==> src/rtl/ctrl_pkg.sv <==
// ctrl_pkg: shared types and encodings for the multicycle RV32I controller.
//   state_t   : 4-bit FSM state encoding (also exported on state_o for debug)
//   OP_*      : RV32I major opcodes decoded by the controller
//   PCS_/M2R_/SRCA_/SRCB_/ALU_ : datapath select encodings
//   is_mem_state() : states that issue a memory request and may wait on mem_ready
package ctrl_pkg;

    typedef enum logic [3:0] {
        S_IF    = 4'd0,
        S_ID    = 4'd1,
        S_MA    = 4'd2,
        S_MEM_R = 4'd3,
        S_MRCS  = 4'd4,
        S_MEM_W = 4'd5,
        S_EX    = 4'd6,
        S_EXI   = 4'd7,
        S_LUI   = 4'd8,
        S_RT    = 4'd9,
        S_BC    = 4'd10,
        S_JAL   = 4'd11,
        S_JALR  = 4'd12,
        S_ILL   = 4'd13,
        S_FAULT = 4'd14
    } state_t;

    localparam logic [6:0] OP_R      = 7'b0110011;
    localparam logic [6:0] OP_IMM    = 7'b0010011;
    localparam logic [6:0] OP_LOAD   = 7'b0000011;
    localparam logic [6:0] OP_STORE  = 7'b0100011;
    localparam logic [6:0] OP_BRANCH = 7'b1100011;
    localparam logic [6:0] OP_JAL    = 7'b1101111;
    localparam logic [6:0] OP_JALR   = 7'b1100111;
    localparam logic [6:0] OP_LUI    = 7'b0110111;
    localparam logic [6:0] OP_AUIPC  = 7'b0010111;

    localparam logic [1:0] PCS_ALU     = 2'b00;
    localparam logic [1:0] PCS_ALUOUT  = 2'b01;

    localparam logic [1:0] M2R_ALUOUT  = 2'b00;
    localparam logic [1:0] M2R_MDR     = 2'b01;
    localparam logic [1:0] M2R_PC      = 2'b10;

    localparam logic [1:0] SRCA_OLDPC  = 2'b00;
    localparam logic [1:0] SRCA_RS1    = 2'b01;
    localparam logic [1:0] SRCA_ZERO   = 2'b10;

    localparam logic [1:0] SRCB_B      = 2'b00;
    localparam logic [1:0] SRCB_FOUR   = 2'b01;
    localparam logic [1:0] SRCB_IMM    = 2'b10;

    localparam logic [1:0] ALU_ADD     = 2'b00;
    localparam logic [1:0] ALU_BRANCH  = 2'b01;
    localparam logic [1:0] ALU_FUNCT   = 2'b10;
    localparam logic [1:0] ALU_IFUNCT  = 2'b11;

    function automatic logic is_mem_state(input state_t s);
        return (s == S_IF) || (s == S_MEM_R) || (s == S_MEM_W);
    endfunction

endpackage

==> src/rtl/mem_wait_timer.sv <==
// mem_wait_timer: counts consecutive cycles a memory access is stalled.
//   clk, reset : clock, async active-high reset
//   waiting    : controller is in a state that issues a memory request
//   mem_ready  : memory completes the access this cycle
//   expired    : this stalled cycle is the MEM_TIMEOUT-th in a row
// MEM_TIMEOUT = 0 disables the timeout (expired never asserts).
module mem_wait_timer #(
    parameter int MEM_TIMEOUT = 16
) (
    input  logic clk,
    input  logic reset,
    input  logic waiting,
    input  logic mem_ready,
    output logic expired
);

    localparam int CW = (MEM_TIMEOUT > 0) ? $clog2(MEM_TIMEOUT + 1) : 1;
    localparam logic TIMEOUT_EN = (MEM_TIMEOUT != 0);
    // Counter holds the number of stalls already seen, so the limit is one less.
    localparam logic [CW-1:0] LIMIT = (MEM_TIMEOUT > 0) ? CW'(MEM_TIMEOUT - 1) : {CW{1'b0}};

    logic [CW-1:0] count_r;
    logic          hit_s;

    // mem_ready has priority: a completing access never expires.
    assign hit_s   = TIMEOUT_EN && waiting && !mem_ready && (count_r == LIMIT);
    assign expired = hit_s;

    // Stall counter; any exit from a waiting state happens on mem_ready or expiry, which clear it.
    always_ff @(posedge clk or posedge reset) begin
        if (reset) begin
            count_r <= {CW{1'b0}};
        end else if (!TIMEOUT_EN || !waiting || mem_ready || hit_s) begin
            count_r <= {CW{1'b0}};
        end else begin
            count_r <= count_r + CW'(1);
        end
    end

endmodule

==> src/rtl/mc_control_fsm.sv <==
// mc_control_fsm: multicycle RV32I control FSM.
//   clk, reset   : clock, async active-high reset (all outputs forced to 0 while high)
//   opcode       : IR[6:0]
//   mem_ready    : memory completes the current access this cycle
//   PCWriteCond, PCWrite, IorD, PCSource, MemRead, MemWrite, MemtoReg,
//   IRWrite, RegWrite, ALUSrcA, ALUSrcB, ALUOp : datapath controls
//   illegal      : one-cycle pulse on an unsupported opcode
//   fault        : sticky memory-timeout fault, cleared only by reset
//   state_o      : current state encoding for debug
module mc_control_fsm
    import ctrl_pkg::*;
#(
    parameter int HAS_IMM_ALU = 1,
    parameter int HAS_JUMP    = 1,
    parameter int MEM_TIMEOUT = 16
) (
    input  logic       clk,
    input  logic       reset,
    input  logic [6:0] opcode,
    input  logic       mem_ready,
    output logic       PCWriteCond,
    output logic       PCWrite,
    output logic       IorD,
    output logic [1:0] PCSource,
    output logic       MemRead,
    output logic       MemWrite,
    output logic [1:0] MemtoReg,
    output logic       IRWrite,
    output logic       RegWrite,
    output logic [1:0] ALUSrcA,
    output logic [1:0] ALUSrcB,
    output logic [1:0] ALUOp,
    output logic       illegal,
    output logic       fault,
    output logic [3:0] state_o
);

    localparam logic IMM_EN  = (HAS_IMM_ALU != 0);
    localparam logic JUMP_EN = (HAS_JUMP != 0);

    state_t state_r;
    state_t next_s;
    logic   expired_s;

    mem_wait_timer #(
        .MEM_TIMEOUT(MEM_TIMEOUT)
    ) u_timer (
        .clk      (clk),
        .reset    (reset),
        .waiting  (is_mem_state(state_r)),
        .mem_ready(mem_ready),
        .expired  (expired_s)
    );

    // State register.
    always_ff @(posedge clk or posedge reset) begin
        if (reset) begin
            state_r <= S_IF;
        end else begin
            state_r <= next_s;
        end
    end

    // Next-state logic.
    always_comb begin
        next_s = state_r;
        case (state_r)
            S_IF: begin
                if (mem_ready)      next_s = S_ID;
                else if (expired_s) next_s = S_FAULT;
                else                next_s = S_IF;
            end
            S_ID: begin
                case (opcode)
                    OP_R:               next_s = S_EX;
                    OP_IMM:             next_s = IMM_EN  ? S_EXI  : S_ILL;
                    OP_LOAD, OP_STORE:  next_s = S_MA;
                    OP_BRANCH:          next_s = S_BC;
                    OP_JAL:             next_s = JUMP_EN ? S_JAL  : S_ILL;
                    OP_JALR:            next_s = JUMP_EN ? S_JALR : S_ILL;
                    OP_LUI:             next_s = JUMP_EN ? S_LUI  : S_ILL;
                    OP_AUIPC:           next_s = JUMP_EN ? S_RT   : S_ILL;
                    default:            next_s = S_ILL;
                endcase
            end
            S_MA: begin
                if (opcode == OP_LOAD)       next_s = S_MEM_R;
                else if (opcode == OP_STORE) next_s = S_MEM_W;
                else                         next_s = S_IF;
            end
            S_MEM_R: begin
                if (mem_ready)      next_s = S_MRCS;
                else if (expired_s) next_s = S_FAULT;
                else                next_s = S_MEM_R;
            end
            S_MEM_W: begin
                if (mem_ready)      next_s = S_IF;
                else if (expired_s) next_s = S_FAULT;
                else                next_s = S_MEM_W;
            end
            S_EX, S_EXI, S_LUI:                    next_s = S_RT;
            S_MRCS, S_RT, S_BC, S_JAL, S_JALR, S_ILL: next_s = S_IF;
            S_FAULT:                               next_s = S_FAULT;
            default:                               next_s = S_IF;
        endcase
    end

    // Moore output decode; fetch completion strobes are qualified by mem_ready.
    always_comb begin
        PCWriteCond = 1'b0;
        PCWrite     = 1'b0;
        IorD        = 1'b0;
        PCSource    = PCS_ALU;
        MemRead     = 1'b0;
        MemWrite    = 1'b0;
        MemtoReg    = M2R_ALUOUT;
        IRWrite     = 1'b0;
        RegWrite    = 1'b0;
        ALUSrcA     = SRCA_OLDPC;
        ALUSrcB     = SRCB_B;
        ALUOp       = ALU_ADD;
        illegal     = 1'b0;
        fault       = 1'b0;
        state_o     = 4'd0;
        if (reset) begin
            // Hold everything low so no strobe can escape during or around reset.
            state_o = 4'd0;
        end else begin
            state_o = state_r;
            case (state_r)
                S_IF: begin
                    MemRead = 1'b1;
                    ALUSrcB = SRCB_FOUR;
                    IRWrite = mem_ready;
                    PCWrite = mem_ready;
                end
                S_ID: ALUSrcB = SRCB_IMM;
                S_MA: begin
                    ALUSrcA = SRCA_RS1;
                    ALUSrcB = SRCB_IMM;
                end
                S_MEM_R: begin
                    IorD    = 1'b1;
                    MemRead = 1'b1;
                end
                S_MRCS: begin
                    RegWrite = 1'b1;
                    MemtoReg = M2R_MDR;
                end
                S_MEM_W: begin
                    IorD     = 1'b1;
                    MemWrite = 1'b1;
                end
                S_EX: begin
                    ALUSrcA = SRCA_RS1;
                    ALUOp   = ALU_FUNCT;
                end
                S_EXI: begin
                    ALUSrcA = SRCA_RS1;
                    ALUSrcB = SRCB_IMM;
                    ALUOp   = ALU_IFUNCT;
                end
                S_LUI: begin
                    ALUSrcA = SRCA_ZERO;
                    ALUSrcB = SRCB_IMM;
                end
                S_RT: RegWrite = 1'b1;
                S_BC: begin
                    ALUSrcA     = SRCA_RS1;
                    ALUOp       = ALU_BRANCH;
                    PCWriteCond = 1'b1;
                    PCSource    = PCS_ALUOUT;
                end
                S_JAL: begin
                    RegWrite = 1'b1;
                    MemtoReg = M2R_PC;
                    PCWrite  = 1'b1;
                    PCSource = PCS_ALUOUT;
                end
                S_JALR: begin
                    // A was latched in ID, so rd == rs1 cannot corrupt the target.
                    ALUSrcA  = SRCA_RS1;
                    ALUSrcB  = SRCB_IMM;
                    RegWrite = 1'b1;
                    MemtoReg = M2R_PC;
                    PCWrite  = 1'b1;
                end
                S_ILL:   illegal = 1'b1;
                S_FAULT: fault   = 1'b1;
                default: state_o = state_r;
            endcase
        end
    end

endmodule

==> config.mk <==
export PLATFORM = sky130hd
export DESIGN_NAME = mc_control_fsm
export DESIGN_NICKNAME = d
export VERILOG_FILES = /design/src/rtl/ctrl_pkg.sv /design/src/rtl/mem_wait_timer.sv /design/src/rtl/mc_control_fsm.sv
export SDC_FILE = /design/constraint.sdc
export NUM_CORES = 1
export LEC_CHECK = 0
export BUFFER_PORTS_ARGS = -buffer_cell sky130_fd_sc_hd__buf_2
export CAP_MARGIN = 10
export CORE_MARGIN = 4
export CORE_UTILIZATION = 35
export DETAILED_ROUTE_END_ITERATION = 8
export GPL_TIMING_DRIVEN = 1
export PLACE_DENSITY = 0.6
export SLEW_MARGIN = 20
export SYNTH_ARGS = -nofsm -noshare
export SYNTH_HDL_FRONTEND = slang
export SYNTH_SLANG_ARGS = --single-unit
==> constraint.sdc <==
create_clock -name clk -period 3.6 [get_ports clk]
set_clock_uncertainty 0.15 [all_clocks]
set_input_delay 0.54 -clock clk [delete_from_list [all_inputs] [get_ports clk]]
set_output_delay 0.54 -clock clk [all_outputs]
set_load 0.02 [all_outputs]
==> results of run 1 <==
registers in the layout, indices dropped and copies added (netlist names):
signal           count
u_timer.count_r      5
state_r              4
synthesized netlist by cell type, types with 3 or more instances:
| cell type | count | area (µm²) |
|---|---|---|
| nor3_1 | 4 | 20.0 |
| nor2b_1 | 5 | 31.3 |
| nor4_1 | 5 | 31.3 |
| a21oi_1 | 5 | 25.0 |
| xor2_1 | 3 | 26.3 |
| buf_2 | 4 | 20.0 |
| nand3_1 | 4 | 20.0 |
| o21ai_0 | 3 | 15.0 |
| and3_1 | 3 | 18.8 |
| nor2_1 | 16 | 60.1 |
| nand2b_1 | 3 | 18.8 |
| nand2_1 | 14 | 52.6 |
| dfrtp_1 | 9 | 225 |
| inv_1 | 7 | 26.3 |
cells by family after synthesis:
family	after synthesis	synth area share (%)
simple gates	67	39.1
buf+inv	16	8.24
fa+ha+maj	2	2.70
compound gates	27	21.5
other cells	1	0.405
xor+xnor	4	3.78
flops	9	24.3
worst max-delay path by stage:
stage	slack, ns	to	cells past startpoint	start
floorplan	1.28	PCWrite	4	reset
global placement	1.26	illegal	7	reset
detailed placement	1.22	illegal	7	reset
CTS	1.03	ALUSrcB[1]	5	state_r[0]$_DFF_PP0_
global route	0.82	ALUSrcB[1]	5	state_r[0]$_DFF_PP0_
finish	1.03	ALUSrcB[1]	5	state_r[0]$_DFF_PP0_
per-stage QoR:
step	area, µm²	setup slack, ns	hold slack, ns	total power, mW	std cells
2_1_floorplan	926	1.28	0.245	0.443	126
3_3_place_gp	1070	1.26	0.309	0.523	178
3_5_place_dp	1070	1.22	0.308	0.525	178
4_1_cts	1090	1.03	0.197	0.605	182
5_1_grt	1090	0.824	0.227	0.663	182
6_report	1090	1.03	0.187	0.602	182
layout by cell type, fill, tap and decap left out, types with 3 or more instances in the layout:
| cell type | count |
|---|---|
| a21oi_1 | 5 |
| nor2_1 | 16 |
| clkbuf_4 | 3 |
| nand2b_1 | 3 |
| nor3_1 | 4 |
| and3_1 | 3 |
| buf_2 | 31 |
| nand2_1 | 14 |
| o21ai_0 | 3 |
| nand3_1 | 4 |
| nor4_1 | 5 |
| nor2b_1 | 5 |
| inv_1 | 7 |
| dfrtp_1 | 9 |
| xor2_1 | 3 |
final cells by class:
type,instances,area [µm²],share of cell area [%]
multi-input combinational,101,624,57.0
sequential,9,225,20.6
timing repair buffer,31,155,14.2
tap,30,37.5,3.43
clock buffer,4,26.3,2.40
inverter,7,26.3,2.40
critical path, cell delays in order (launching register included):
cell and delay, ns:
dfrtp_1 0.73, xor2_1 0.23, nor2_1 0.06, a211o_1 0.29, a21oi_1 0.14, buf_2 0.18
power groups by stage:
stage	logic (mW)	registers (mW)	clock network (mW)
after floorplan	0.305	0.138	0
after global placement	0.307	0.215	0
after detailed placement	0.310	0.214	0
after CTS	0.312	0.212	0.0811
after global routing	0.348	0.227	0.0873
final	0.310	0.214	0.0779
routing by layer:
metal  vias up  routed length (µm)  GRT usage [%]  part of all wire (%)
met4         0                  12           2.91                  0.50
met5         -                   0              0                     0
li1        504                   -              -                     -
met1       463                1030           18.2                    43
met3         2                 174           2.61                   7.3
met2        36                1170           25.0                    49
==> reports/metrics.yaml, run 1 <==
layout-drive-gt1-share_pct: 24.3
drt_first_pass_iters: 4
insertion_delay_ns: 0.25
hold_buffers: 0
post_cts_resize_count: 0
place.port_buffers: 31
async_flop_share_pct: 100
dr.first_iter.drc_count: 58
yosys_warnings: 0
n_antenna_cell: 0
hold_viol: 0
start_util_pct: 37.0
fillCellCount: 272
leakage_nw: 0.543
clockBufferDepth: 2
avgSynthCellArea_um2: 7.35
rsz0062_at_grt: "false"
combPwrFrac_pct: 51.5
synth-seq-cells: 9
avgRoutedWirePerCell_um: 13.1
power_switching_mw: 0.312
root_buffer: "clkbuf_4"
timing.rr.start: "state_r[3]$_DFF_PP0_"
clkPwrFrac_pct: 12.9
power.internal_mw: 0.291
clk_pin_slew_ns: 0.07
die-area_um2: 3530
worst_pin_slew_ns: 0.695
cts_tree: "built"
fin_crit_sh_pct: 71.5
reg2regPathDepth: 4
grt_util_all_layers_pct: 14.3
dp_hpwl_um: 1800
gp_congestion: 0.779
grt_pass1_vias: 927
cts_made_buffers: 3
min_period_ns: 2.57
slew-limit-headroom_pct: 53.7
ys_types: 47
power_frac_seq_pct: 35.6
final_nets: 165
route.vias.total: 1005
std_cell_rows: 18
antenna_found_initial: 0
crit-reg2reg-capture: "state_r[1]$_DFF_PP0_"
core_um2: 2500
syn_area_um2: 926
area_growth_syn_to_layout_pct: 18.2
io_pins: 33
final.setup.tns_ns: 0
die_w_um: 59.4
drc_errors: 0
finalCoreUtilization_pct: 43.8
synth_fp_nets: 138
grt_first_pass_wirelength_um: 4030
peakVddDrop_uv: 291
crit_path_end_kind: "output port"
outcome: "complete, no violations"
synth_edf_count: 0
maxCapViolCount: 0
grt_max_degree: 27
htreeDepth: 1
wl_um: 2390
overflow: 0
drtAntennaViolNets: 0
slew_violations: 0
powerDensity_nw_per_um2: 550
worstSetupStartpointType: "flop"
die_height_um: 59.4
hp-class: "in -> async"
swShare_pct: 51.7
syn_inst: 126
required_ns: 2.91
synth_ff_type: "dfrtp_1"
r2r_slack_ns: 1.46
setup_violations: 0
clock.fmax_ghz: 0.389
postCtsSetupBuffers: 0
cts_sinks: 9
avgViaCountPerCell: 5.52
cp.arrival_ns: 1.88
ys_seq_area_share_pct: 24.3
worstPathMaxFanout: 21
critPathKind: "reg -> out"
(Power assumes the default switching activity.)
==> run 2, diff against run 1 <==
Settings changed: ABC_AREA set to 1, PLACE_DENSITY 0.6 to 0.62.
Clock period 3.6 ns to 2.2 ns, I/O delays scaled along.
==> reports/metrics.yaml, run 2 <==
die_height_um: 59.2  # was 59.4 µm
crit_path_end_kind: "output port"  # unchanged
gp_congestion: 0.880  # was 0.779
overflow: 0  # unchanged
ys_types: 27  # was 47
grt_first_pass_wirelength_um: 3700  # was 4030 µm
clk_pin_slew_ns: 0.06  # was 0.07 ns
grt_max_degree: 22  # was 27
synth_fp_nets: 168  # was 138
r2r_slack_ns: 0.53  # was 1.46 ns
insertion_delay_ns: 0.26  # was 0.25 ns
async_flop_share_pct: 100  # unchanged
synth_compound_area_share_pct: 10.8  # was 21.5%
std_cell_rows: 18  # unchanged
required_ns: 1.72  # was 2.91 ns
hold_viol: 0  # unchanged
n_antenna_cell: 0  # unchanged
dr.first_iter.drc_count: 53  # was 58
ys_seq_area_share_pct: 24.6  # was 24.3%
die_w_um: 59.2  # was 59.4 µm
top_register: "u_timer.count_r"  # unchanged
synthTopCellsByArea: "dfrtp_1 (25%), nand2_1 (16%), nor2_1 (14%)"  # was dfrtp_1 (24%), nor2_1 (6.5%), nand2_1 (5.7%)
final.setup.tns_ns: 0  # unchanged
cts_tree: "built"  # unchanged
start_util_pct: 37.0  # about the same
peakVddDrop_uv: 374  # was 291 µV
maxCapViolCount: 0  # unchanged
root_buffer: "clkbuf_4"  # unchanged
crit_start: "state_r[2]$_DFF_PP0_"  # was state_r[0]$_DFF_PP0_
grt_util_all_layers_pct: 13.3  # was 14.3%
yosysMostFrequentCell: "nand2_1"  # was nor2_1
min_period_ns: 2.05
critPathKind: "reg -> out"  # unchanged
mostFrequentLayoutCell: "nand2_1"  # was buf_2
largestRegisters: "u_timer.count_r (5), state_r (4)"  # unchanged
core_um2: 2480  # was 2500 µm²
avgSynthCellArea_um2: 5.88  # was 7.35 µm²
place.port_buffers: 31  # unchanged
htreeDepth: 1  # unchanged
fillCellCount: 269  # was 272
outcome: "complete, no violations"  # unchanged
drc_errors: 0  # unchanged
dp_slack_ns: 0.429  # was 1.22 ns
synth_simple_gate_area_share_pct: 49.1  # was 39.1%
dp_hpwl_um: 1900  # was 1800 µm
worstSetupStartpointType: "flop"  # unchanged
avgViaCountPerCell: 4.79  # was 5.52
largest_register_ffs: 5  # unchanged
fin_crit_sh_pct: 93.2
rsz0062_at_grt: "false"  # unchanged
yosysTopAreaCell: "dfrtp_1"  # unchanged
layout-drive-gt1-share_pct: 25.4  # was 24.3%
syn_inst: 156  # was 126
synth_top_area_share_pct: 24.6  # was 24.3%
synth_xor_area_share_pct: 0.955  # was 3.78%
synth-seq-cells: 9  # unchanged
die-area_um2: 3500  # was 3530 µm²
worstPathMaxFanout: 5  # was 21
leakage_nw: 0.648  # was 0.543 nW
yosys_warnings: 0  # unchanged
final_cell_mix: "nand2_1 (39), nor2_1 (33), buf_2 (31)"  # was buf_2 (31), nor2_1 (16), nand2_1 (14)
worst_slack_ns: 0.150  # was 1.03 ns
antenna_found_initial: 0  # unchanged
synth_edf_count: 0  # unchanged
cts_made_buffers: 3  # unchanged
synthMuxAreaShare_pct: 0  # unchanged
area_growth_syn_to_layout_pct: 23.3  # was 18.2%
cp.arrival_ns: 1.57  # was 1.88 ns
slew_violations: 0  # unchanged
clockBufferDepth: 2  # unchanged
setup_violations: 0  # unchanged
grt_pass1_vias: 907  # was 927
drt_first_pass_iters: 4  # unchanged
powerDensity_nw_per_um2: 825  # was 550 nW/µm²
syn_area_um2: 917  # was 926 µm²
reg2regPathDepth: 9  # was 4
synth_ff_type: "dfrtp_1"  # unchanged
cts_sinks: 9  # unchanged
clock.fmax_ghz: 0.488
io_pins: 33  # unchanged
crit-reg2reg-capture: "state_r[0]$_DFF_PP0_"  # was state_r[1]$_DFF_PP0_
synth.top_cells.by_count: "nand2_1 (39), nor2_1 (34), inv_1 (22)"  # was nor2_1 (16), nand2_1 (14), dfrtp_1 (9)
drtAntennaViolNets: 0  # unchanged
hp-class: "in -> async"  # unchanged
synth_fa_ha_area_share_pct: 2.73  # was 2.70%
timing.rr.start: "u_timer.count_r[0]$_DFF_PP0_"  # was state_r[3]$_DFF_PP0_
final_nets: 202  # was 165
wl_um: 2240  # was 2390 µm
hold_buffers: 0  # unchanged
avgRoutedWirePerCell_um: 10.2  # was 13.1 µm
route.vias.total: 1050  # was 1005
synth_top_family_by_area: "simple AND/OR/NAND/NOR gates"  # unchanged
[run 2: metal layers]
layer / track usage [%] / routed length (µm) / share of wire (%) / up-vias
met5: 0 / 0 / 0 / -
met2: 24.3 / 1090 / 49 / 34
met3: 1.31 / 152 / 6.8 / 4
met1: 15.7 / 959 / 43 / 456
li1: - / - / - / 556
met4: 5.18 / 36 / 1.6 / 0
[run 2: where the power goes]
| part | total, mW | internal (mW) | switching, mW | leakage (nW) |
|---|---|---|---|---|
| Combinational | 0.565 | 0.174 | 0.391 | 0.512 |
| Clock | 0.127 | 0.0698 | 0.0569 | 0.0150 |
| Sequential | 0.242 | 0.203 | 0.0386 | 0.121 |
| Total | 0.933 | 0.447 | 0.486 | 0.648 |
[run 2: layout make-up]
class	instances	area, µm²	share of cell area, %
Inverter	24	90.1	7.96
Timing Repair Buffer	32	163	14.4
Clock buffer	4	26.3	2.32
Tap cell	30	37.5	3.32
Sequential cell	9	225	19.9
Multi-Input combinational cell	120	589	52.1
[run 2: worst max-delay path: stages (launching register included)]
cell and delay [ns]:
dfrtp_1 0.42, inv_2 0.08, nand2_2 0.08, inv_1 0.09, nand2_2 0.09, inv_1 0.10
nand2_1 0.10, a21oi_1 0.16, buf_2 0.18
[run 2: repair_timing]
action	CTS	global route
endpoints found under the setup margin	0	3
gates resized for setup	0	1
setup buffers	0	0
hold endpoints to repair	0	0
[run 2: worst max-delay path by stage]
stage | endpoint | slack, ns | depth (start not counted)
4_1_cts | PCWrite | 0.14 | 8
3_5_place_dp | PCWrite | 0.43 | 8
2_1_floorplan | ALUSrcB[1] | 0.45 | 5
6_report | PCWrite | 0.15 | 8
3_3_place_gp | ALUSrcA[0] | 0.46 | 8
5_1_grt | PCWrite | 0.04 | 8
[run 2: through the flow]
step	cell area, µm²	cells	total power [mW]	util [%]	hold slack [ns]
global placement	1100	215	0.812	44.5	0.291
detailed placement	1100	215	0.810	44.5	0.308
finish	1130	219	0.933	45.7	0.0972
floorplan	917	156	0.664	-	0.231
global route	1130	219	1.02	45.7	0.159
CTS	1130	219	0.938	45.6	0.102
[run 2: cells by family after synthesis]
| kind of cell | count (synthesis) |
|---|---|
| AND/OR/NAND/NOR | 101 |
| buffers and inverters | 27 |
| AO/OA/AOI/OAI | 15 |
| flip-flops | 9 |
| adder cells (fa/ha/maj) | 2 |
| XOR/XNOR | 1 |
| other | 1 |
==> run 3, diff against run 2 <==
Settings changed: ABC_AREA 1 to 0, CORE_UTILIZATION 35 to 30, PLACE_DENSITY 0.62 to unset.
==> reports/metrics.yaml, run 3 (same netlist as run 1, synthesis figures left out) <==
drc_errors: 0  # unchanged
dp_hpwl_um: 1950  # was 1900 µm
r2r_slack_ns: 0.23  # was 0.53 ns
required_ns: 1.72  # about the same
clockBufferDepth: 2  # unchanged
drtAntennaViolNets: 0  # unchanged
rsz0062_at_grt: "false"  # unchanged
insertion_delay_ns: 0.26  # about the same
place.port_buffers: 31  # unchanged
cts_tree: "built"  # unchanged
setup_violations: 0  # unchanged
area_growth_syn_to_layout_pct: 28.0  # was 23.3%
avgViaCountPerCell: 5.45  # was 4.79
gp_congestion: 0.789  # was 0.880
htreeDepth: 1  # unchanged
powerDensity_nw_per_um2: 921  # was 825 nW/µm²
die_w_um: 63.6  # was 59.2 µm
grt_first_pass_wirelength_um: 4000  # was 3700 µm
top_register: "u_timer.count_r"  # unchanged
worstSetupStartpointType: "flop"  # unchanged
die_height_um: 63.6  # was 59.2 µm
fin_crit_sh_pct: 95.1  # was 93.2%
route.vias.total: 1041  # was 1050
maxCapViolCount: 0  # unchanged
cts_made_buffers: 3  # unchanged
cts_sinks: 9  # unchanged
crit_path_end_kind: "output port"  # unchanged
cp.arrival_ns: 1.61  # was 1.57 ns
instances_no_fill: 191  # was 219
hold_viol: 0  # unchanged
antenna_found_initial: 0  # unchanged
outcome: "complete, no violations"  # unchanged
core_um2: 2850  # was 2480 µm²
grt_max_degree: 16  # was 22
grt_pass1_vias: 907  # unchanged
largest_register_ffs: 5  # unchanged
hp-class: "in -> async"  # unchanged
start_util_pct: 32.5  # was 37.0%
final_nets: 173  # was 202
worstPathMaxFanout: 15  # was 5
die-area_um2: 4040  # was 3500 µm²
clk_pin_slew_ns: 0.06  # about the same
slew_violations: 0  # unchanged
critPathKind: "reg -> out"  # unchanged
leakage_nw: 0.583  # was 0.648 nW
root_buffer: "clkbuf_4"  # unchanged
grt_util_all_layers_pct: 12.0  # was 13.3%
dr.first_iter.drc_count: 26  # was 53
clock.fmax_ghz: 0.478  # was 0.488 GHz
n_antenna_cell: 0  # unchanged
overflow: 0  # unchanged
layout-drive-gt1-share_pct: 31.3  # was 25.4%
timing.rr.start: "u_timer.count_r[0]$_DFF_PP0_"  # unchanged
io_pins: 33  # unchanged
mostFrequentLayoutCell: "buf_2"  # was nand2_1
std_cell_rows: 19  # was 18
min_period_ns: 2.09  # was 2.05 ns
crit-reg2reg-capture: "state_r[1]$_DFF_PP0_"  # was state_r[0]$_DFF_PP0_
drt_first_pass_iters: 4  # unchanged
final_cell_mix: "buf_2 (30), nor2_1 (15), nand2_1 (14)"  # was nand2_1 (39), nor2_1 (33), buf_2 (31)
peakVddDrop_uv: 454  # was 374 µV
final.setup.tns_ns: 0  # unchanged
wl_um: 2440  # was 2240 µm
reg2regPathDepth: 7  # was 9
largestRegisters: "u_timer.count_r (5), state_r (4)"  # unchanged
dp_cells: 185  # was 215
avgRoutedWirePerCell_um: 12.8  # was 10.2 µm
[run 3: cell types whose count changed in the layout (fill, tap and decap cells not counted), sizes merged, moves of 3 or more]
cell,delta
nor4,+5
nor3,-3
nand3,-6
buf,+7
nand2,-28
nor2b,+6
and3,+3
inv,-17
nor2,-22
nand2b,+3
[run 3: final cells by class]
class                           count  area, µm²
Multi-Input combinational cell    101        634
Timing Repair Buffer               39        230
Sequential cell                     9        229
Clock buffer                        4       26.3
Inverter                            7       26.3
Tap cell                           31       38.8
Fill cell                         306       1670
[run 3: how the worst max path moves through the flow]
stage	start	to	slack, ns	cells past startpoint
finish	state_r[0]$_DFF_PP0_	ALUSrcB[1]	0.11	5
global route	state_r[0]$_DFF_PP0_	ALUSrcB[1]	0.01	5
floorplan	state_r[0]$_DFF_PP0_	IorD	0.14	5
detailed placement	u_timer.count_r[0]$_DFF_PP0_	state_r[1]$_DFF_PP0_	0.23	7
global placement	u_timer.count_r[0]$_DFF_PP0_	state_r[1]$_DFF_PP0_	0.28	7
CTS	state_r[2]$_DFF_PP0_	ALUSrcB[1]	0.01	5
[run 3: where the power goes]
group / leakage, nW / total [mW] / switching [mW] / internal (mW)
sequential: 0.116 / 0.287 / 0.0838 / 0.203
combinational: 0.452 / 0.680 / 0.391 / 0.289
clock: 0.0150 / 0.124 / 0.0547 / 0.0697
total: 0.583 / 1.09 / 0.529 / 0.562
[run 3: per-stage QoR]
step | hold WS [ns] | total power, mW | utilization (%) | worst slack [ns] | area, µm²
global placement | 0.293 | 0.907 | 39.1 | 0.277 | 1110
global route | 0.0848 | 1.19 | 41.5 | 0.0110 | 1180
detailed placement | 0.322 | 0.915 | 39.1 | 0.226 | 1110
floorplan | 0.0351 | 0.725 | - | 0.137 | 926
finish | 0.0616 | 1.09 | 41.5 | 0.107 | 1180
CTS | 0.0592 | 1.05 | 40.1 | 0.0117 | 1140
[run 3: critical path: stages (launching register included)]
cell and delay, ns:
dfrtp_2 0.53, xor2_2 0.18, nor2_1 0.06, a211o_1 0.26, a21oi_1 0.16, buf_4 0.16
[run 3: metal layers]
| layer | share of wire [%] | global-route usage (%) | wire (µm) | up-vias |
|---|---|---|---|---|
| li1 | - | - | - | 515 |
| met1 | 44 | 14.7 | 1070 | 496 |
| met2 | 49 | 20.5 | 1200 | 28 |
| met3 | 6.6 | 3.73 | 160 | 2 |
| met4 | 0.33 | 2.96 | 8 | 0 |
| met5 | 0 | 0 | 0 | - |
[run 3: repair_timing]
action / in CTS / in global routing
resized for setup: 2 / 4
hold buffers: 0 / 0
endpoints found under the setup margin: 1 / 4
endpoints found under the hold margin: 0 / 0
gates cloned: 0 / 0
buffers inserted: 0 / 2
